**config.mk**
```make
export PLATFORM = sky130hd
export DESIGN_NAME = mem_arbiter
export DESIGN_NICKNAME = d
export VERILOG_FILES = /design/src/rtl/arbiter_types.sv /design/src/rtl/rv32i_types.sv /design/src/rtl/mem_arbiter.sv
export SDC_FILE = /design/constraint.sdc
export NUM_CORES = 1
export LEC_CHECK = 0
export BUFFER_PORTS_ARGS = -buffer_cell sky130_fd_sc_hd__buf_2
export CAP_MARGIN = 20
export CORE_AREA = 2 2 107 109
export CTS_BUF_LIST = sky130_fd_sc_hd__clkbuf_4 sky130_fd_sc_hd__clkbuf_8
export DETAILED_ROUTE_END_ITERATION = 10
export DIE_AREA = 0 0 109 111
export GPL_ROUTABILITY_DRIVEN = 0
export PLACE_DENSITY_LB_ADDON = 0.2
export SYNTH_ARGS = -nofsm -noshare
export SYNTH_HDL_FRONTEND = slang
export SYNTH_SLANG_ARGS = --single-unit
```
**constraint.sdc**
```tcl
create_clock -name clk -period 4.8 [get_ports clk]
set_input_delay 0.24 -clock clk [delete_from_list [all_inputs] [get_ports clk]]
set_output_delay 0.24 -clock clk [all_outputs]
set_load 0.005 [all_outputs]
```
**src/rtl/arbiter_types.sv**
```systemverilog
// arbiter_types: FSM state and grant encodings for the memory arbiter.
package arbiter_types;
  typedef enum logic [1:0] {IDLE, BUSY_I, BUSY_D} arb_state_t;
  typedef enum logic {INST, DATA} arb_grant_t;
endpackage

```
**src/rtl/rv32i_types.sv**
```systemverilog
// rv32i_types: base RV32I word type shared across the memory subsystem.
package rv32i_types;
  typedef logic [31:0] rv32i_word;
endpackage

```
**src/rtl/mem_arbiter.sv**
```systemverilog
// mem_arbiter: shares one memory port between instruction and data requesters.
module mem_arbiter
  import arbiter_types::*;
  import rv32i_types::*;
#(
  parameter bit DATA_PRIO = 1'b0
) (
  input  logic        clk,
  input  logic        rst,
  input  logic        i_read,
  input  logic [31:0] i_address,
  output logic [31:0] i_rdata,
  output logic        i_resp,
  input  logic        d_read,
  input  logic        d_write,
  input  logic [3:0]  d_byte_enable,
  input  logic [31:0] d_address,
  input  logic [31:0] d_wdata,
  output logic [31:0] d_rdata,
  output logic        d_resp,
  output logic        mem_read,
  output logic        mem_write,
  output logic [3:0]  mem_byte_enable,
  output logic [31:0] mem_address,
  output logic [31:0] mem_wdata,
  input  logic [31:0] mem_rdata,
  input  logic        mem_resp
);
  arb_state_t state_q;
  arb_grant_t last_q;
  rv32i_word  addr_q;
  rv32i_word  wdata_q;
  logic [3:0] be_q;
  logic       rd_q;
  logic       wr_q;
  logic       d_req;
  logic       grant_d;
  logic       grant_i;
  always_comb begin
    d_req   = d_read | d_write;
    grant_d = d_req && (!i_read || DATA_PRIO || last_q == INST);
    grant_i = i_read && !grant_d;
  end
  // Latched fields are cleared on completion so mem_* read 0 whenever idle.
  always_ff @(posedge clk or negedge rst) begin
    if (!rst) begin
      state_q <= IDLE;
      last_q  <= DATA;
      addr_q  <= '0;
      wdata_q <= '0;
      be_q    <= '0;
      rd_q    <= 1'b0;
      wr_q    <= 1'b0;
    end else if (state_q == IDLE) begin
      if (grant_d) begin
        state_q <= BUSY_D;
        last_q  <= DATA;
        addr_q  <= d_address;
        wdata_q <= d_wdata;
        be_q    <= d_byte_enable;
        rd_q    <= !d_write;
        wr_q    <= d_write;
      end else if (grant_i) begin
        state_q <= BUSY_I;
        last_q  <= INST;
        addr_q  <= i_address;
        wdata_q <= '0;
        be_q    <= 4'hF;
        rd_q    <= 1'b1;
        wr_q    <= 1'b0;
      end
    end else if (mem_resp) begin
      state_q <= IDLE;
      addr_q  <= '0;
      wdata_q <= '0;
      be_q    <= '0;
      rd_q    <= 1'b0;
      wr_q    <= 1'b0;
    end
  end
  assign mem_read        = rd_q;
  assign mem_write       = wr_q;
  assign mem_byte_enable = be_q;
  assign mem_address     = addr_q;
  assign mem_wdata       = wdata_q;
  // A requester that has withdrawn gets no response; the access still completes.
  assign i_resp  = state_q == BUSY_I && mem_resp && i_read;
  assign d_resp  = state_q == BUSY_D && mem_resp && d_req;
  assign i_rdata = mem_rdata;
  assign d_rdata = mem_rdata;
endmodule

```
=== Word-level counts from Yosys, hierarchy flattened ===
Index checks and enable logic that the tools add are counted.

* Word-level logic and storage cells: 50
* Input port bits: 138
* Output and inout bits: 136
* Register bits: 73

* Bitwise logic cells: 2
* Reduce and logical (&&, ||, !) cells: 15
* Multiplexer cells: 23
* Eq/ne operators: 3

{| class="wikitable"
|+ Operator list
! cell !! count
|-
| $mux W32 || 7
|-
| $mux W4 || 4
|-
| $mux W1 || 8
|-
| $mux W2 || 4
|-
| $logic_and A1 B1 Y1 || 6
|-
| $reduce_and A2 Y1 || 2
|-
| $reduce_bool A2 Y1 || 2
|-
| $logic_not A1 Y1 || 3
|-
| $ne A3 B3 Y1 const B || 1
|-
| $eq A2 B1 Y1 const B || 1
|-
| $eq A2 B2 Y1 const B || 1
|-
| $logic_not A2 Y1 || 1
|-
| $logic_or A1 B1 Y1 || 1
|-
| $not A1 Y1 || 1
|-
| $or A1 B1 Y1 || 1
|}

=== Logic depth before layout (Yosys ltp) ===
* Depth in word-level cells: 8
* Depth in mapped cells: 6
* Depth with buffers taken out: 3

=== Worst setup path before layout ===
No wires, ideal clock.

* Path kind: flip-flop to flip-flop
* Start point: register state_q[1]
* End point: register wdata_q[18], in the netlist mem_wdata[18]
* Library setup time: 0.065 ns
* Cell stages (with the launch flop): 7
* Period minus slack after synthesis: 1.514 ns
* Arrival time: 1.449 ns
* Path buffers: 3
* Setup slack: 3.286 ns
* Cell sequence: dfrtp_1 -> nor2_1 -> buf_2 -> and3b_1 -> buf_2 -> buf_2 -> a22o_1

* Longest elaborated chain between the ends: 3
* Elaborated cells on any way between the ends: 5
* Classes of those cells: eq/ne (1); mux (1); reduce/logical (3)

{| class="wikitable"
|+ Ends and longest elaborated chain
! what !! RTL line !! RTL
|-
| from (decl) || mem_arbiter.sv:29 || <nowiki>arb_state_t state_q;</nowiki>
|-
| from (signal assigned) || mem_arbiter.sv:47 || <nowiki>state_q <= IDLE;</nowiki>
|-
| from (signal assigned) || mem_arbiter.sv:56 || <nowiki>state_q <= BUSY_D;</nowiki>
|-
| from (signal assigned) || mem_arbiter.sv:64 || <nowiki>state_q <= BUSY_I;</nowiki>
|-
| $logic_not A2 Y1 (*) || mem_arbiter.sv:54 || <nowiki>end else if (state_q == IDLE) begin</nowiki>
|-
| $ne A3 B3 Y1 (no source line) or $reduce_bool A2 Y1 (tied branches) || - ||
|-
| $reduce_and A2 Y1 (no source line) || - ||
|-
| to (signal assigned) || mem_arbiter.sv:59 || <nowiki>wdata_q <= d_wdata;</nowiki>
|-
| to (decl) || mem_arbiter.sv:32 || <nowiki>rv32i_word wdata_q;</nowiki>
|}

Every way passes the cells marked *; elsewhere a longest branch is shown, timed or not.
A chain may end at the register's enable or synchronous reset.

=== Worst setup path in the final report ===
* Start point: register state_q[1]
* End point: register wdata_q[5], in the netlist mem_wdata[5]

The elaborated chain is that of the path after synthesis.

==> impl_metrics.ini <==
[job]
maxCapViolations = 0

[sta]
min_period_ns = 2.61
timing.final.crit_share = 0.545
finalSetupTns_ns = 0
setup_viol = 0
drv_slew = 0
fin_ws_ns = 2.19
slew-limit-headroom = 0.382
rsz0062_at_grt = no
worstMarginPinSlew_ns = 0.927
fmax_mhz = 383
skew_ns = 0.0107
report.final.hold_viol_count = 0

[drt]
wirelength_um = 8990
drtPass1Iterations = 4
vias = 2551
drc = 0
drt_iter0_drc = 99
post_drt_wl_per_cell_um = 16.7
via_per_inst = 4.75
drt.antenna.violating_nets = 0

[logic_synthesis]
yosysTopAreaCellShare = 0.513
yosys_warnings = 0
synthCells = 281
synth_top_family_by_area = compound AO/OA/AOI/OAI gates
synthesis.nets = 419
synth_area_leaders = dfrtp_1, buf_4, mux2i_1
synth_xor_area_frac = 0
synth.distinct_cells = 23
yosysSeqAreaShare = 0.520
syn_area_per_cell_um2 = 12.5
synth_compound_area_frac = 0.197
synth_fa_ha_area_frac = 0
synthMuxAreaShare = 0.0976
yosys.area.top_type = dfrtp_1
synth_simple_gate_area_frac = 0.0164
syn-cell-area_um2 = 3510
ys_ff_latch = 73

[cts]
cts_tree = yes
postCtsResizedCells = 0
path_clk_slew_ns = 0.08
clock_latency_ns = 0.33
clk_path_buf_depth = 2
clock-root-buffer = clkbuf_8
h-tree-depth = 3
cts_hold_buf = 0
cts_inserted_buffers = 9
postCtsSetupBuffers = 0
cts_sinks = 73

[critical_path]
critPathLaunchType = flop
critPathCaptureType = flop
worstSetupPathType = reg2reg
arrival_ns = 2.89
crit_fanout = 56
worst_ep_required_time_ns = 5.07

[power]
power_density_nw_per_um2 = 588
worst_ir_drop_vdd_mv = 0.209
p_leak_nw = 2.36
p_total_w = 0.00253

[global_route]
antenna_found_initial = 0
use_met1 = 0.173
use_met2 = 0.239
grt_pass1_vias = 2645
grt_pass1_wl_um = 13600
grt_max_degree = 74
grt_overflow_total = 0
grt_busiest_layer = met2
track_usage = 0.145
met3_usage = 0.0576

[final_layout]
n_fill_cell = 1110
area_delta_synth_final_pct = 22.6
stdcell_count = 537
diodes = 0
drive_gt1_frac = 0.508
nNetsFinal = 527

[placement]
io_buffers = 177
dpl.cell_count = 521
place_ws_ns = 2.16
hpwl_um = 6580

[min_path]
min_path_type = in2async

[floorplanning]
die_h_um = 111
fp.dieArea_um2 = 12100
die_x_um = 109
ios = 274
start_util = 0.317
coreArea_um2 = 11100
rows = 39

[outcome]
status = finished clean
## worst max-delay path, stage by stage, from the launching register on
cell,delay [ns]
dfrtp_1,0.43
nor2_1,0.66
mux2i_4,0.61
buf_4,0.58
a22o_1,0.24
## synth_stat cells
cell	number
a21o_1	5
a22o_1	32
a32o_1	2
a32oi_1	1
and3b_1	1
and4b_1	1
buf_1	1
buf_2	17
buf_4	65
buf_6	1
dfrtp_1	72
dfstp_2	1
inv_1	1
mux2i_1	32
mux2i_4	1
nand2_1	4
nor2_1	2
nor3_1	2
o211a_1	4
o2bb2ai_1	33
o31ai_1	1
o32a_1	1
or3_1	1
## cells in the final DEF (no fill, tap or decap)
cell	instances
buf_2	176
o31ai_1	1
a32o_1	2
buf_8	1
or3_1	1
o32a_1	1
dfrtp_1	72
a32oi_1	1
clkinv_4	1
dfstp_2	1
nor2_1	2
a22o_1	32
nor3_1	2
o2bb2ai_1	32
nand2_1	4
inv_1	1
buf_4	3
buf_16	1
o211a_1	4
and4b_1	1
mux2i_1	32
and3b_1	1
mux2i_4	1
o2bb2ai_4	1
clkinv_2	1
a21o_1	5
bufinv_16	2
clkbuf_8	12
## routing by layer
metal,vias to the layer above,wire length (um),part of all wire
li1,1187,-,-
met5,-,0,0
met2,168,4330,0.48
met3,10,1010,0.11
met1,1186,3520,0.39
met4,0,133,0.015
## flip-flops by register name, summed over array words and instances (netlist names)
name,cells
mem_byte_enable,4
state_q,2
last_q,1
mem_address,32
mem_write,1
mem_wdata,32
mem_read,1
## logic make-up (layout without fill, tap and decap cells)
family          Yosys count  after routing
mux                      33             33
buf+inv                  85            198
compound gates           79             79
flops                    73             73
simple gates             11             11
## layout make-up
cell class                 instances  area [um^2]  area share
sequential                        73         1830       0.424
multi-input combinational        123         1110       0.258
tap                              143          179      0.0415
timing repair buffer             181          946       0.220
inverter                           1         3.75    0.000871
clock inverter                     4         73.8      0.0171
clock buffer                      12          165      0.0383
## final timing paths
kind                       cells after the start          startpoint            endpoint  slack (ns)
min                                            1                 rst       mem_wdata[14]        0.03
min in group clk                               2          d_wdata[7]        mem_wdata[7]        0.12
max                                            4          state_q[1]        mem_wdata[5]        2.19
max reg2reg                                    4          state_q[1]        mem_wdata[5]        2.19
min reg2reg                                    1  mem_byte_enable[3]  mem_byte_enable[3]        0.48
max in group asynchronous                      1                 rst     mem_address[14]        4.15
## report_power, final
part           total [W]  internal, W  leakage, nW  switching [W]
Clock           0.000560     0.000336        0.123       0.000224
Combinational   0.000934     0.000468         1.29       0.000467
Sequential       0.00104     0.000886        0.946       0.000151
Total            0.00253      0.00169         2.36       0.000842
## per-stage QoR
stage	instance area (um^2)	hold slack, ns	util
final	4310	0.0323	0.389
after global routing	4310	0.0929	0.389
after CTS	4310	0.0714	0.389
after detailed placement	4070	0.451	0.367
after global placement	4030	0.429	0.363
after floorplan	3510	-0.0556	-
Power figures use the tool's default switching activity.
